==> config.mk <==
export PLATFORM = sky130hd
export DESIGN_NAME = hit_sound_controller_flat
export DESIGN_NICKNAME = d
export VERILOG_FILES = /design/src/rtl/hit_sound_controller_pkg.sv /design/src/rtl/hit_sound_controller_if.sv /design/src/rtl/hit_sound_controller_tone_gen.sv /design/src/rtl/hit_sound_controller.sv /design/src/flat_wrapper.sv
export SDC_FILE = /design/constraint.sdc
export NUM_CORES = 1
export LEC_CHECK = 0
export ABC_AREA = 1
export CAP_MARGIN = 5
export CORE_MARGIN = 2
export CORE_UTILIZATION = 50
export CTS_BUF_LIST = sky130_fd_sc_hd__clkbuf_16
export CTS_CLUSTER_DIAMETER = 30
export DETAILED_ROUTE_END_ITERATION = 16
export GPL_ROUTABILITY_DRIVEN = 0
export PLACE_DENSITY_LB_ADDON = 0.12
export SLEW_MARGIN = 0
export SYNTH_ARGS = -nofsm -noshare
export SYNTH_HDL_FRONTEND = slang
export SYNTH_SLANG_ARGS = --single-unit
==> constraint.sdc <==
create_clock -name clk25 -period 4.6 [get_ports clk25]
set_clock_uncertainty 0.05 [all_clocks]
set_input_delay 0.92 -clock clk25 [delete_from_list [all_inputs] [get_ports clk25]]
set_output_delay 0.92 -clock clk25 [all_outputs]
set_load 0.02 [all_outputs]
==> src/rtl/hit_sound_controller_pkg.sv <==
// hit_sound_controller_pkg: hit classes, FSM states and counter sizing shared by the hit-sound logic
package hit_sound_controller_pkg;

    typedef enum logic [1:0] {
        CLS_NONE   = 2'd0,
        CLS_FLY    = 2'd1,
        CLS_MOSQ   = 2'd2,
        CLS_SPIDER = 2'd3
    } hit_cls_e;

    typedef enum logic [1:0] {
        ST_IDLE  = 2'd0,
        ST_TONE1 = 2'd1,
        ST_GAP   = 2'd2,
        ST_TONE2 = 2'd3
    } hit_state_e;

    // Width needed to count up to the largest of the segment lengths and half-periods.
    function automatic int cnt_width(input int a, input int b, input int c,
                                     input int d, input int e, input int f);
        int m;
        m = a;
        m = b > m ? b : m;
        m = c > m ? c : m;
        m = d > m ? d : m;
        m = e > m ? e : m;
        m = f > m ? f : m;
        return $clog2(m);
    endfunction

endpackage

==> src/rtl/hit_sound_controller_if.sv <==
// hit_sound_controller_if: enemy hit vectors, sound enables and buzzer/score outputs
//  master: drives sound_en, bullet_hit_*, fire_buzz; observes buzz, hit_active, hit_count
//  slave : the hit sound controller
interface hit_sound_controller_if #(
    parameter int BULLET_COUNT = 8
);
    logic                    sound_en;
    logic [BULLET_COUNT-1:0] bullet_hit_fly;
    logic [BULLET_COUNT-1:0] bullet_hit_mosquito;
    logic [BULLET_COUNT-1:0] bullet_hit_spider;
    logic                    fire_buzz;
    logic                    buzz;
    logic                    hit_active;
    logic [7:0]              hit_count;

    modport master (
        output sound_en, bullet_hit_fly, bullet_hit_mosquito, bullet_hit_spider, fire_buzz,
        input  buzz, hit_active, hit_count
    );

    modport slave (
        input  sound_en, bullet_hit_fly, bullet_hit_mosquito, bullet_hit_spider, fire_buzz,
        output buzz, hit_active, hit_count
    );
endinterface

==> src/rtl/hit_sound_controller_tone_gen.sv <==
// tone_gen: square wave toggling every half_period cycles while run is high
//  clk25/reset : clock, asynchronous active-high reset
//  restart     : clears phase counter and output (output starts low)
//  run         : advance the phase counter
//  half_period : cycles per half wave
//  square      : tone output
module tone_gen #(
    parameter int W = 16
) (
    input  logic         clk25,
    input  logic         reset,
    input  logic         restart,
    input  logic         run,
    input  logic [W-1:0] half_period,
    output logic         square
);
    logic [W-1:0] cnt_q, cnt_d;
    logic         sq_q, sq_d, wrap;

    always_comb begin
        wrap  = cnt_q == half_period - W'(1);
        cnt_d = restart ? '0 : run ? (wrap ? '0 : cnt_q + W'(1)) : cnt_q;
        sq_d  = restart ? 1'b0 : (run & wrap) ? ~sq_q : sq_q;
    end

    always_ff @(posedge clk25 or posedge reset) begin
        if (reset) begin
            cnt_q <= '0;
            sq_q  <= 1'b0;
        end else begin
            cnt_q <= cnt_d;
            sq_q  <= sq_d;
        end
    end

    assign square = sq_q;
endmodule

==> src/rtl/hit_sound_controller.sv <==
// hit_sound_controller: class-specific hit tones muxed with fire buzz, plus saturating hit counter
//  clk25/reset : 25 MHz clock, asynchronous active-high reset
//  bus (slave) : sound_en, bullet_hit_{fly,mosquito,spider}, fire_buzz in;
//                buzz (registered), hit_active, hit_count out
module hit_sound_controller
    import hit_sound_controller_pkg::*;
#(
    parameter int FLY_HALF      = 12500,
    parameter int MOSQ_HALF     = 18939,
    parameter int SPIDER_HALF_A = 28409,
    parameter int SPIDER_HALF_B = 14204,
    parameter int TONE_LEN      = 2500000,
    parameter int GAP_LEN       = 250000
) (
    input logic                   clk25,
    input logic                   reset,
    hit_sound_controller_if.slave bus
);
    localparam int CW = cnt_width(TONE_LEN, GAP_LEN, FLY_HALF, MOSQ_HALF, SPIDER_HALF_A, SPIDER_HALF_B);
    localparam logic [CW-1:0] TONE_END = CW'(TONE_LEN - 1);
    localparam logic [CW-1:0] GAP_END  = CW'(GAP_LEN - 1);

    function automatic logic [CW-1:0] half_of(input hit_cls_e c);
        return c == CLS_SPIDER ? CW'(SPIDER_HALF_A) : c == CLS_MOSQ ? CW'(MOSQ_HALF) : CW'(FLY_HALF);
    endfunction

    hit_state_e    state_q, state_d;
    hit_cls_e      cur_q, cur_d, pend_q, pend_d, evt_cls, pend_eff, next_cls;
    logic [CW-1:0] seg_cnt_q, seg_cnt_d, half_q, half_d;
    logic [2:0]    prev_q, prev_d, evt;
    logic [7:0]    hit_count_q, hit_count_d;
    logic [8:0]    cnt_sum;
    logic          buzz_q, buzz_d, restart, run, busy, square, tone_out, seg_end, to_idle;

    // Rising edge of "any bullet hit" per class; bit 0 fly, 1 mosquito, 2 spider.
    always_comb begin
        prev_d      = {|bus.bullet_hit_spider, |bus.bullet_hit_mosquito, |bus.bullet_hit_fly};
        evt         = prev_d & ~prev_q;
        evt_cls     = evt[2] ? CLS_SPIDER : evt[1] ? CLS_MOSQ : evt[0] ? CLS_FLY : CLS_NONE;
        cnt_sum     = 9'(hit_count_q) + 9'(evt[0]) + 9'(evt[1]) + 9'(evt[2]);
        hit_count_d = cnt_sum[8] ? 8'hff : cnt_sum[7:0];
    end

    always_comb begin
        state_d   = state_q;
        cur_d     = cur_q;
        pend_d    = pend_q;
        half_d    = half_q;
        seg_cnt_d = seg_cnt_q + CW'(1);
        restart   = 1'b0;
        next_cls  = CLS_NONE;
        seg_end   = seg_cnt_q == (state_q == ST_GAP ? GAP_END : TONE_END);
        to_idle   = seg_end & (state_q == ST_TONE2 | (state_q == ST_TONE1 & cur_q != CLS_SPIDER));
        pend_eff  = evt_cls > pend_q ? evt_cls : pend_q;
        if (!bus.sound_en) begin
            state_d = ST_IDLE;
            cur_d   = CLS_NONE;
            pend_d  = CLS_NONE;
        end else if (evt_cls > cur_q) begin
            // cur is NONE in IDLE, so this also covers starting from idle; pending survives a preempt
            next_cls = evt_cls;
        end else if (state_q != ST_IDLE) begin
            pend_d = pend_eff;
            if (to_idle) begin
                state_d  = ST_IDLE;
                cur_d    = CLS_NONE;
                pend_d   = CLS_NONE;
                next_cls = pend_eff;
            end else if (seg_end && state_q == ST_TONE1) begin
                state_d   = ST_GAP;
                seg_cnt_d = '0;
            end else if (seg_end && state_q == ST_GAP) begin
                state_d   = ST_TONE2;
                seg_cnt_d = '0;
                half_d    = CW'(SPIDER_HALF_B);
                restart   = 1'b1;
            end
        end
        if (next_cls != CLS_NONE) begin
            state_d   = ST_TONE1;
            cur_d     = next_cls;
            half_d    = half_of(next_cls);
            seg_cnt_d = '0;
            restart   = 1'b1;
        end
    end

    assign busy     = state_q != ST_IDLE;
    assign run      = state_q == ST_TONE1 || state_q == ST_TONE2;
    assign tone_out = square & run;
    assign buzz_d   = (bus.sound_en & busy) ? tone_out : bus.fire_buzz;

    tone_gen #(.W(CW)) u_tone (
        .clk25       (clk25),
        .reset       (reset),
        .restart     (restart),
        .run         (run),
        .half_period (half_q),
        .square      (square)
    );

    always_ff @(posedge clk25 or posedge reset) begin
        if (reset) begin
            state_q     <= ST_IDLE;
            cur_q       <= CLS_NONE;
            pend_q      <= CLS_NONE;
            seg_cnt_q   <= '0;
            half_q      <= '0;
            prev_q      <= '0;
            hit_count_q <= '0;
            buzz_q      <= 1'b0;
        end else begin
            state_q     <= state_d;
            cur_q       <= cur_d;
            pend_q      <= pend_d;
            seg_cnt_q   <= seg_cnt_d;
            half_q      <= half_d;
            prev_q      <= prev_d;
            hit_count_q <= hit_count_d;
            buzz_q      <= buzz_d;
        end
    end

    assign bus.buzz       = buzz_q;
    assign bus.hit_active = busy;
    assign bus.hit_count  = hit_count_q;
endmodule

==> src/flat_wrapper.sv <==
// flat-port wrapper written by rule: the top's interface ports become plain ports
module hit_sound_controller_flat import hit_sound_controller_pkg::*;
#(
    parameter int FLY_HALF      = 12500,
    parameter int MOSQ_HALF     = 18939,
    parameter int SPIDER_HALF_A = 28409,
    parameter int SPIDER_HALF_B = 14204,
    parameter int TONE_LEN      = 2500000,
    parameter int GAP_LEN       = 250000
)
  (clk25, reset, bus_sound_en, bus_bullet_hit_fly, bus_bullet_hit_mosquito, bus_bullet_hit_spider, bus_fire_buzz, bus_buzz, bus_hit_active, bus_hit_count);
  hit_sound_controller_if #(.BULLET_COUNT(8)) bus_i ();
  input logic clk25;
  input logic reset;
  input wire logic [$bits(bus_i.sound_en)-1:0] bus_sound_en;
  input wire logic [$bits(bus_i.bullet_hit_fly)-1:0] bus_bullet_hit_fly;
  input wire logic [$bits(bus_i.bullet_hit_mosquito)-1:0] bus_bullet_hit_mosquito;
  input wire logic [$bits(bus_i.bullet_hit_spider)-1:0] bus_bullet_hit_spider;
  input wire logic [$bits(bus_i.fire_buzz)-1:0] bus_fire_buzz;
  output wire logic [$bits(bus_i.buzz)-1:0] bus_buzz;
  output wire logic [$bits(bus_i.hit_active)-1:0] bus_hit_active;
  output wire logic [$bits(bus_i.hit_count)-1:0] bus_hit_count;
  assign bus_i.sound_en = bus_sound_en;
  assign bus_i.bullet_hit_fly = bus_bullet_hit_fly;
  assign bus_i.bullet_hit_mosquito = bus_bullet_hit_mosquito;
  assign bus_i.bullet_hit_spider = bus_bullet_hit_spider;
  assign bus_i.fire_buzz = bus_fire_buzz;
  assign bus_buzz = bus_i.buzz;
  assign bus_hit_active = bus_i.hit_active;
  assign bus_hit_count = bus_i.hit_count;
  hit_sound_controller #(.FLY_HALF(FLY_HALF), .MOSQ_HALF(MOSQ_HALF), .SPIDER_HALF_A(SPIDER_HALF_A), .SPIDER_HALF_B(SPIDER_HALF_B), .TONE_LEN(TONE_LEN), .GAP_LEN(GAP_LEN)) u_core (.clk25(clk25), .reset(reset), .bus(bus_i));
endmodule
# [Word-level counts from Yosys, hierarchy flattened]
# Index checks and enable logic that the tools add are counted.
# Widths: inputs -> output; s select.
[totals] ff_bits=85 out_inout_bits=10 in_bits=28
[op_classes] muxes=55 addsub=6 bitwise_logic=9 eq_ne=17 order_cmp=2 n_reduce_logical=17
[ops] operator="$mux 22" n=19
[ops] operator="$mux 2" n=23
[ops] operator="$add 22x1->22 const B" n=2
[ops] operator="$eq 22x22->1" n=2
[ops] operator="$reduce_or 8->1" n=3
[ops] operator="$sub 22x1->22 const B" n=1
[ops] operator="$add 9x1->9" n=2
[ops] operator="$mux 15" n=1
[ops] operator="$reduce_bool 2->1" n=7
[ops] operator="$mux 1" n=11
[ops] operator="$ne 2x2->1 const B" n=5
[ops] operator="$add 8x1->9" n=1
[ops] operator="$eq 2x2->1 const B" n=4
[ops] operator="$mux 8" n=1
[ops] operator="$ne 3x1->1 const B" n=2
[ops] operator="$reduce_and 3->1" n=2
[ops] operator="$reduce_and 6->1" n=1
[ops] operator="$and 1x1->1" n=5
[ops] operator="$ne 5x1->1 const B" n=1
[ops] operator="$gt 2x2->1" n=2
[ops] operator="$and 3x3->3" n=1
[ops] operator="$ne 3x3->1 const B" n=1
[ops] operator="$not 3->3" n=1
[ops] operator="$eq 2x1->1 const B" n=1
[ops] operator="other kinds (6)" n=7

# [Depth between registers and ports, before layout]
# Gate-level depths: netlist (run 1).
[depth] word_depth=15 mapped_depth=22 depth_no_buf=22

# [Modules after synthesis]
# Synthesis (run 1) repeated with hierarchy kept, for this count alone.
[hier_totals] hier_cells=822 area_unflattened_um2=5625.4
[by_module_without_submodules] module="hit_sound_controller" n_inst=1 cells_each=401 seq_area_each_um2=1226.2 area_per_inst_um2=3024.2
[by_module_without_submodules] module="tone_gen" n_inst=1 cells_each=421 seq_area_each_um2=575.6 area_per_inst_um2=2601.2

# [Worst setup path after synthesis (run 1)]
# OpenSTA, ideal clock, no wires.
[synth_timing] path_type="input to register" start="in bus_bullet_hit_fly[1]" end="reg u_core.u_tone.cnt_q[8]" arrival_ns=3.635 setup_time_ns=0.118 path_slack_ns=0.797 cell_stages=20 path_buffers=1 required_ns=4.432 path_cell_list="nor4_1 a21oi_1 ha_1 inv_1 nand2_1 inv_1 ha_1 nand2_1 o21ai_0 nand2_1 o21ai_0 or2_2 o21bai_1 nand2_1 ha_1 nand3_1 inv_2 buf_4 nand2_1 nand2_1"
[synth_between] elab_chain_cells=14 word_cells_on_any_way=18
[synth_rtl] item="start: declaration" line_no="flat_wrapper.sv:16" text="input wire logic [$bits(bus_i.bullet_hit_fly)-1:0] bus_bullet_hit_fly;"
[synth_rtl] item="$reduce_or 8->1 (*)" line_no="hit_sound_controller.sv:37" text="prev_d = {|bus.bullet_hit_spider, |bus.bullet_hit_mosquito, |bus.bullet_hit_fly};"
[synth_rtl] item="$and 3x3->3 (*)" line_no="hit_sound_controller.sv:38" text="evt = prev_d & ~prev_q;"
[synth_rtl] item="$mux 1 (*)" line_no="hit_sound_controller.sv:39" text="evt_cls = evt[2] ? CLS_SPIDER : evt[1] ? CLS_MOSQ : evt[0] ? CLS_FLY : CLS_NONE;"
[synth_rtl] item="$mux 2 (*) (2 in a row)" line_no="hit_sound_controller.sv:39"
[synth_rtl] item="$gt 2x2->1" line_no="hit_sound_controller.sv:54" text="pend_eff = evt_cls > pend_q ? evt_cls : pend_q;"
[synth_rtl] item="$mux 2" line_no="hit_sound_controller.sv:54"
[synth_rtl] item="$mux 2" line_no="hit_sound_controller.sv:64" text="if (to_idle) begin"
[synth_rtl] item="$mux 2" line_no="hit_sound_controller.sv:62" text="end else if (state_q != ST_IDLE) begin"
[synth_rtl] item="$mux 2" line_no="hit_sound_controller.sv:59" text="end else if (evt_cls > cur_q) begin"
[synth_rtl] item="$mux 2" line_no="hit_sound_controller.sv:55" text="if (!bus.sound_en) begin"
[synth_rtl] item="$reduce_bool 2->1" line_no="hit_sound_controller.sv:79" text="if (next_cls != CLS_NONE) begin"
[synth_rtl] item="$mux 1 (*)" line_no="hit_sound_controller.sv:79"
[synth_rtl] item="$mux 22 or $reduce_bool 2->1 (tied branches)"
[synth_rtl] item="end signal: assignment" line_no="hit_sound_controller_tone_gen.sv:31" text="cnt_q <= cnt_d;"
[synth_rtl] item="end: declaration" line_no="hit_sound_controller_tone_gen.sv:17" text="logic [W-1:0] cnt_q, cnt_d;"
# Every way passes the cells marked *; elsewhere a longest branch is shown, timed or not.
# A chain may end at the register's enable or synchronous reset.

# [Final worst setup path (run 1)]
[layout_timing] start="in bus_bullet_hit_fly[0]" end="reg u_core.u_tone.cnt_q[21]"
# Same word-level chain as after synthesis.

==> metrics.txt, run 1 <==
Slowest cell on crit path=clkdlybuf4s50_1; Total GRT Usage=between 20% and 30%; most used cell along the critical path=nand2_1; initial DRC count=~210; Clk pin slew, worst setup/hold paths=about 0.060 ns; final count of pins violating max slew=0; Int Pwr=roughly 1.5 mW; PortBufs=37; Sw Pwr=around 0.89 mW; DIE HEIGHT=107 um; FMAX=between 0.2 and 0.25 GHz; reg-to-reg slack, setup=around 1.5 ns; Ports=38; total negative slack=0 ns; sw frac=a little under two fifths; Setup CP Type=input pin to flop; Layout Nets=around 860; Seq/Total Area, Yosys=33.9%; Async SR Flop Fraction=100%; vias per inst=5.28; commonest non-fill, non-tap cell in the layout=nand2_1; critical path data required time=between 4 and 5 ns; Max IR drop VDD=0.000320 V; Seq cells post-synth=just over 70; WHS=between 0.4 and 0.5 ns; post-CTS resize count=0; CTS root buffer=clkbuf_16; CTS Buffer Depth=2; Hold Crit Depth=1; PwrDens=approximately 400 nW/um^2; reg-to-reg critical path startpoint=u_core.prev_q[0]; period utilisation layout=between 90% and 100%; HP Start=u_core.seg_cnt_q[0]; CP startpoint kind=input pin; later-pin clock latency in the skew report=approximately 0.34 ns; Primary FF master, synth=dfrtp_1; r2r endpoint=u_core.u_tone.cnt_q[21]; Detail Route Antenna Nets=0; CTS tree=done; fin crit period=~4.1 ns; post-DP HPWL=between 10000 and 15000 um; final setup vio count=0; initial antenna violation count=0; WL per Instance=around 14 um; RSZ-0062 raised after global routing=no; drt pass-1 iters=6; status=finished, final reports clean; clk sinks=72; vias in the first global route=approximately 4900; Post-Syn Area=approximately 5300 um^2; Synth top area share=33.9%; clock power share=slightly above 30%; Worst Hold Class=flop to flop; number of synthesized flops with an enable pin=0; Seq pwr share=38.0%; Worst path max stage delay=~0.4 ns; Num CTS Buffers=9; Yosys top cell by area=dfrtp_1; Max Cap Viol=0; Hold Path End=u_core.seg_cnt_q[0]; Worst R2R Path Depth=20; first-pass GRT wire length=22800 um; Mean Syn Cell Area=roughly 7.0 um^2; Core Footprint=roughly 10000 um^2; Multi-input gate area=roughly 2900 um^2; share of cells above drive strength 1=a little under a tenth; total grt overflow=0; Initial Util=between 50% and 60%; routed via count=around 5000; critical-path maximum fanout=7; die footprint=around 11000 um^2; Post-Syn Nets=810; worst path cell trace=clkdlybuf4s50_1, nor4_1, a21oi_1, ha_1, inv_1, nand2_1, inv_1, ha_1, nand2_1, o21ai_0, nand2_1, o21ai_0, or2_2, o21bai_1, nand2_1, ha_1, nand3_1, buf_4, nand2_1, nand2_1, nand2_1, a21oi_1; Area growth syn-to-layout=15.8%; crit end category=flop; Post-CTS Setup Bufs=0; Fillers=947; Gate power share=31.1%; DRC violations left=0; htree depth=3; top post-synthesis cells by area=dfrtp_1 (34%), nand2_1 (15%), inv_1 (8.0%); # rows=37; Slew Limit Headroom=approximately three fifths; Hold-fix buffers, CTS=0; Tightest Pin Transition=around 0.60 ns; synth warn=0; Routed WL=roughly 13000 um; Storage cell area=1800 um^2; commonest non-fill, non-tap cells in the layout=nand2_1 (215), inv_1 (112), dfrtp_1 (72); Ant. Diodes=0; synth unique cells=46; maximum number of pins on one net before global-route repair=29; Critical Path AT=roughly 4.4 ns; leakage=3.15 nW; Final Hold Vio Count=0; Post-Synthesis Cells=between 700 and 800; Die W=107 um
[worst max-delay path by stage]
stage	to	cells past startpoint	startpoint	slack, ns
finish	u_core.u_tone.cnt_q[21]	22	bus_bullet_hit_fly[0]	0.46
global route	u_core.u_tone.cnt_q[21]	22	bus_bullet_hit_fly[0]	0.04
CTS	u_core.u_tone.cnt_q[21]	22	bus_bullet_hit_fly[0]	0.47
detailed placement	u_core.u_tone.cnt_q[21]	22	bus_bullet_hit_fly[0]	0.13
global placement	u_core.state_q[1]	22	bus_bullet_hit_fly[1]	0.29
floorplan	u_core.u_tone.cnt_q[8]	20	bus_bullet_hit_fly[1]	0.80
[metrics by stage]
stage	power, mW	std cells	setup slack (ns)	utilization [%]	instance area (um^2)
after floorplan	1.44	763	0.797	-	5310
after global placement	1.63	933	0.293	56.5	5840
after detailed placement	1.65	933	0.127	56.5	5840
after CTS	2.40	949	0.473	59.6	6150
after global routing	2.55	949	0.0372	59.6	6150
final	2.39	949	0.458	59.6	6150
[cell families (layout without fill, tap and decap cells)]
group	Yosys count	count (layout)	synth area share (%)
AOI/OAI and AO/OA	58	58	6.39
xor gates and xnor gates	32	32	5.28
adders and majority gates	19	19	4.76
buffers and inverters	138	188	10.6
DFF	72	72	33.9
and+or+nand+nor	444	444	39.1
[metal layers]
layer  part of all wire, %  wire, um  up-vias  track usage, %
met4                   3.2       427        0            11.2
li1                      -         -     2536               -
met1                    45      5930     2330            30.3
met2                    49      6470      104            43.5
met5                     0         0        -               0
met3                   3.6       480       37            3.04
[flip-flops by register name, indices dropped and copies added, names as in the netlist]
register,flops
u_core.prev_q,3
u_core.bus.hit_count,8
u_core.half_q,9
u_core.state_q,2
u_core.bus.buzz,1
u_core.u_tone.square,1
u_core.u_tone.cnt_q,22
u_core.seg_cnt_q,22
u_core.pend_q,2
u_core.cur_q,2
[layout make-up]
type | count | share of cell area [%]
Clock inverter | 7 | 1.40
Clock buffer | 9 | 3.66
Multi-Input combinational cell | 553 | 47.9
Inverter | 124 | 7.59
Tap cell | 136 | 2.77
Timing Repair Buffer | 48 | 7.37
Sequential cell | 72 | 29.3
[power groups by stage]
stage	registers (mW)	logic, mW	clock network (mW)
4_1_cts	0.906	0.743	0.749
5_1_grt	0.929	0.851	0.771
3_5_place_dp	0.916	0.732	0
3_3_place_gp	0.913	0.719	0
6_report	0.910	0.745	0.739
2_1_floorplan	0.892	0.552	0
[worst max-delay path: cells and delay by family]
kind / cells / cell delay (ns)
compound gates: 5 / 0.61
fa+ha+maj: 3 / 0.79
simple gates: 10 / 1.30
buf+inv: 4 / 0.74
[synth_stat cells (2+ instances only)]
cell type / count
nand3_1: 58
buf_6: 4
xor2_1: 25
a21oi_1: 13
nor3_2: 3
nor2_1: 69
fa_1: 2
buf_2: 5
or2_2: 2
ha_1: 17
xnor2_1: 7
nor2_2: 11
nand4_1: 42
nand2_2: 5
o21ai_1: 3
o22ai_1: 4
clkbuf_1: 3
dfrtp_1: 72
nand3_2: 4
a211oi_1: 2
nor4_1: 8
nand3_4: 2
nand2_1: 215
inv_1: 113
nor2_4: 2
nor3_1: 16
inv_2: 10
o21ai_0: 25
o21bai_1: 4
Power figures use the tool's default switching activity.
==> inputs of run 2 (changes only) <==
--- a/config.mk
+++ b/config.mk
@@ -7,8 +7,10 @@
 export LEC_CHECK = 0
 export ABC_AREA = 1
 export CAP_MARGIN = 5
+export CELL_PAD_IN_SITES_DETAIL_PLACEMENT = 1
+export CELL_PAD_IN_SITES_GLOBAL_PLACEMENT = 2
 export CORE_MARGIN = 2
-export CORE_UTILIZATION = 50
+export CORE_UTILIZATION = 37
 export CTS_BUF_LIST = sky130_fd_sc_hd__clkbuf_16
 export CTS_CLUSTER_DIAMETER = 30
 export DETAILED_ROUTE_END_ITERATION = 16
==> metrics.txt, run 2 (synthesis results as in run 1) <==
PwrDens=391 nW/um^2 (+0.50%); Die W=124 um (+16%); routed wl met2=7360 um (+14%); final setup vio count=0 (unchanged); Worst R2R Path Depth=19 (-5.0%); Clk pin slew, worst setup/hold paths=0.06 ns (about the same); Max IR drop VDD=0.000211 V (-34%); most used cell along the critical path=nand2_1; die footprint=15300 um^2 (+34%); non-filler cells, final=991 (+4.4%); WL per Instance=16.5 um (+17%); Post-CTS Setup Bufs=0 (unchanged); Slew Limit Headroom=62.8% (+2.9 points); Cell Area, Placed=5880 um^2 (+0.69%); Tightest Pin Transition=0.554 ns (-0.0471 ns); # rows=43 (+16%); CTS Buffer Depth=2 (unchanged); final count of pins violating max slew=0 (unchanged); r2r endpoint=u_core.half_q[7]; crit end category=flop; initial DRC count=247 (+17%); number of placed instances, taps included=975 (+4.5%); critical path data required time=4.78 ns (-0.04 ns); htree depth=3 (unchanged); Fillers=1803 (+90%); CP startpoint=bus_bullet_hit_fly[1]; later-pin clock latency in the skew report=0.34 ns (about the same); routed wl met3=371 um (-23%); FMAX=0.236 GHz (-2.3%); Area growth syn-to-layout=16.3%; critical-path maximum fanout=10 (+3); Top Layer Used=met4; Worst path max stage delay=0.41 ns (about the same); Met1 Wirelength=8410 um (+42%); worst path cell trace=clkdlybuf4s50_1, nor4_1, a21oi_1, ha_1, inv_1, nand2_1, inv_1, ha_1, nand2_1, o21ai_0, nand2_1, o21ai_0, or2_2, o21bai_1, nand2_1, ha_1, buf_4, a21oi_4, inv_2, nand2_1, nand2_1; routed via count=5115 (+2.2%); Final Cell Area=6170 um^2 (+0.43%); status=finished, final reports clean; commonest non-fill, non-tap cell in the layout=nand2_1; Hold Path End=u_core.seg_cnt_q[0]; leakage=3.13 nW (-0.53%); post-CTS resize count=0 (unchanged); HP Start=u_core.seg_cnt_q[0]; drt pass-1 iters=4 (-2); DRC violations left=0 (unchanged); total negative slack=0 ns (unchanged); Core Footprint=13900 um^2 (+35%); biggest regs=u_core.seg_cnt_q x22, u_core.u_tone.cnt_q x22, u_core.half_q x9; Total GRT Usage=23.1% (-1.7 points); Setup CP Type=input pin to flop; post-DP HPWL=12800 um (+27%); Max Cap Viol=0 (unchanged); Hold-fix buffers, CTS=0 (unchanged); Worst Hold Class=flop to flop; pre-CTS setup slack=-0.0711 ns (-0.198 ns); Ports=38 (unchanged); commonest non-fill, non-tap cells in the layout=nand2_1 (215), inv_1 (113), dfrtp_1 (72); Layout Nets=853 (-0.23%); vias in the first global route=5423 (+9.6%); first-pass GRT wire length=27300 um (+19%); CTS root buffer=clkbuf_16; period utilisation layout=92.2% (+2.2 points); Critical Path AT=4.42 ns (+0.06 ns); initial antenna violation count=0 (unchanged); Final Hold Vio Count=0 (unchanged); share of cells above drive strength 1=9.00% (-0.10 points); CTS tree=done; Detail Route Antenna Nets=0 (unchanged); Slowest cell on crit path=nor4_1; reg-to-reg slack, setup=1.37 ns (-0.08 ns); fin crit period=4.24 ns (+0.0989 ns); vias per inst=5.16 (-2.2%); Routed WL=16300 um (+23%); maximum number of pins on one net before global-route repair=35 (+21%); DIE HEIGHT=124 um (+16%); RSZ-0062 raised after global routing=no; CP startpoint kind=input pin; clk sinks=72 (unchanged); Setup WS post-layout=0.359 ns (-0.0989 ns); Hold Crit Depth=1 (unchanged); PortBufs=37 (unchanged); reg-to-reg critical path startpoint=u_core.prev_q[0]; Ant. Diodes=0 (unchanged); Num CTS Buffers=9 (unchanged); total grt overflow=0 (unchanged); Initial Util=38.1% (-13 points)
run 2: cell count changes in the layout (fill, tap and decap cells not counted):
cell | before | now
clkinvlp_4 | 0 | 1
buf_4 | 11 | 9
clkinv_1 | 2 | 0
clkinv_2 | 3 | 2
inv_1 | 112 | 113
bufinv_16 | 2 | 1
inv_6 | 0 | 1
clkinv_4 | 1 | 2
run 2: where the power goes:
| group | internal, mW | switching (mW) | leakage [nW] |
|---|---|---|---|
| Sequential | 0.751 | 0.175 | 0.926 |
| Combinational | 0.277 | 0.489 | 2.06 |
| Clock | 0.421 | 0.304 | 0.147 |
| Total | 1.45 | 0.968 | 3.13 |
run 2: how the worst max path moves through the flow:
stage / end
after floorplan: u_core.u_tone.cnt_q[8]
after global placement: u_core.half_q[5]
after detailed placement: u_core.half_q[5]
after CTS: u_core.half_q[7]
after global routing: u_core.u_tone.cnt_q[12]
final: u_core.half_q[7]
run 2: area by class of cell:
class / instances / area, um^2 / area share (%)
clock inverter: 7 / 72.6 / 1.18
clock buffer: 9 / 225 / 3.65
sequential: 72 / 1800 / 29.2
multi-input combinational: 553 / 2950 / 47.7
timing repair buffer: 46 / 438 / 7.09
inverter: 124 / 467 / 7.56
tap: 180 / 225 / 3.65
run 2: critical path, delay by kind of cell:
family | cells | cell delay [ns]
and+or+nand+nor | 8 | 1.13
AOI/OAI and AO/OA | 5 | 0.78
buffers and inverters | 5 | 0.89
adders and majority gates | 3 | 0.71
run 2: per-layer routing:
metal  track usage, %  vias to the layer above
li1                 -                     2537
met1             32.8                     2518
met3             3.43                       13
met4             6.96                        0
met2             36.4                       47
met5                0                        -
run 2: metrics by stage:
stage                     util (%)  power, mW  hold WS (ns)
after floorplan                  -       1.44         0.381
after detailed placement      42.2       1.71         0.408
after global routing          44.3       2.60         0.432
final                         44.3       2.42         0.416
after CTS                     44.3       2.45         0.419
after global placement        42.2       1.67         0.402
==> inputs of run 3 (changes only) <==
--- a/config.mk
+++ b/config.mk
@@ -6,7 +6,7 @@
 export NUM_CORES = 1
 export LEC_CHECK = 0
 export ABC_AREA = 1
-export CAP_MARGIN = 5
+export ABC_CLOCK_PERIOD_IN_PS = 4600
 export CELL_PAD_IN_SITES_DETAIL_PLACEMENT = 1
 export CELL_PAD_IN_SITES_GLOBAL_PLACEMENT = 2
 export CORE_MARGIN = 2
==> results of run 3 <==
Final layout, timing and power as in run 2 (identical DEF).
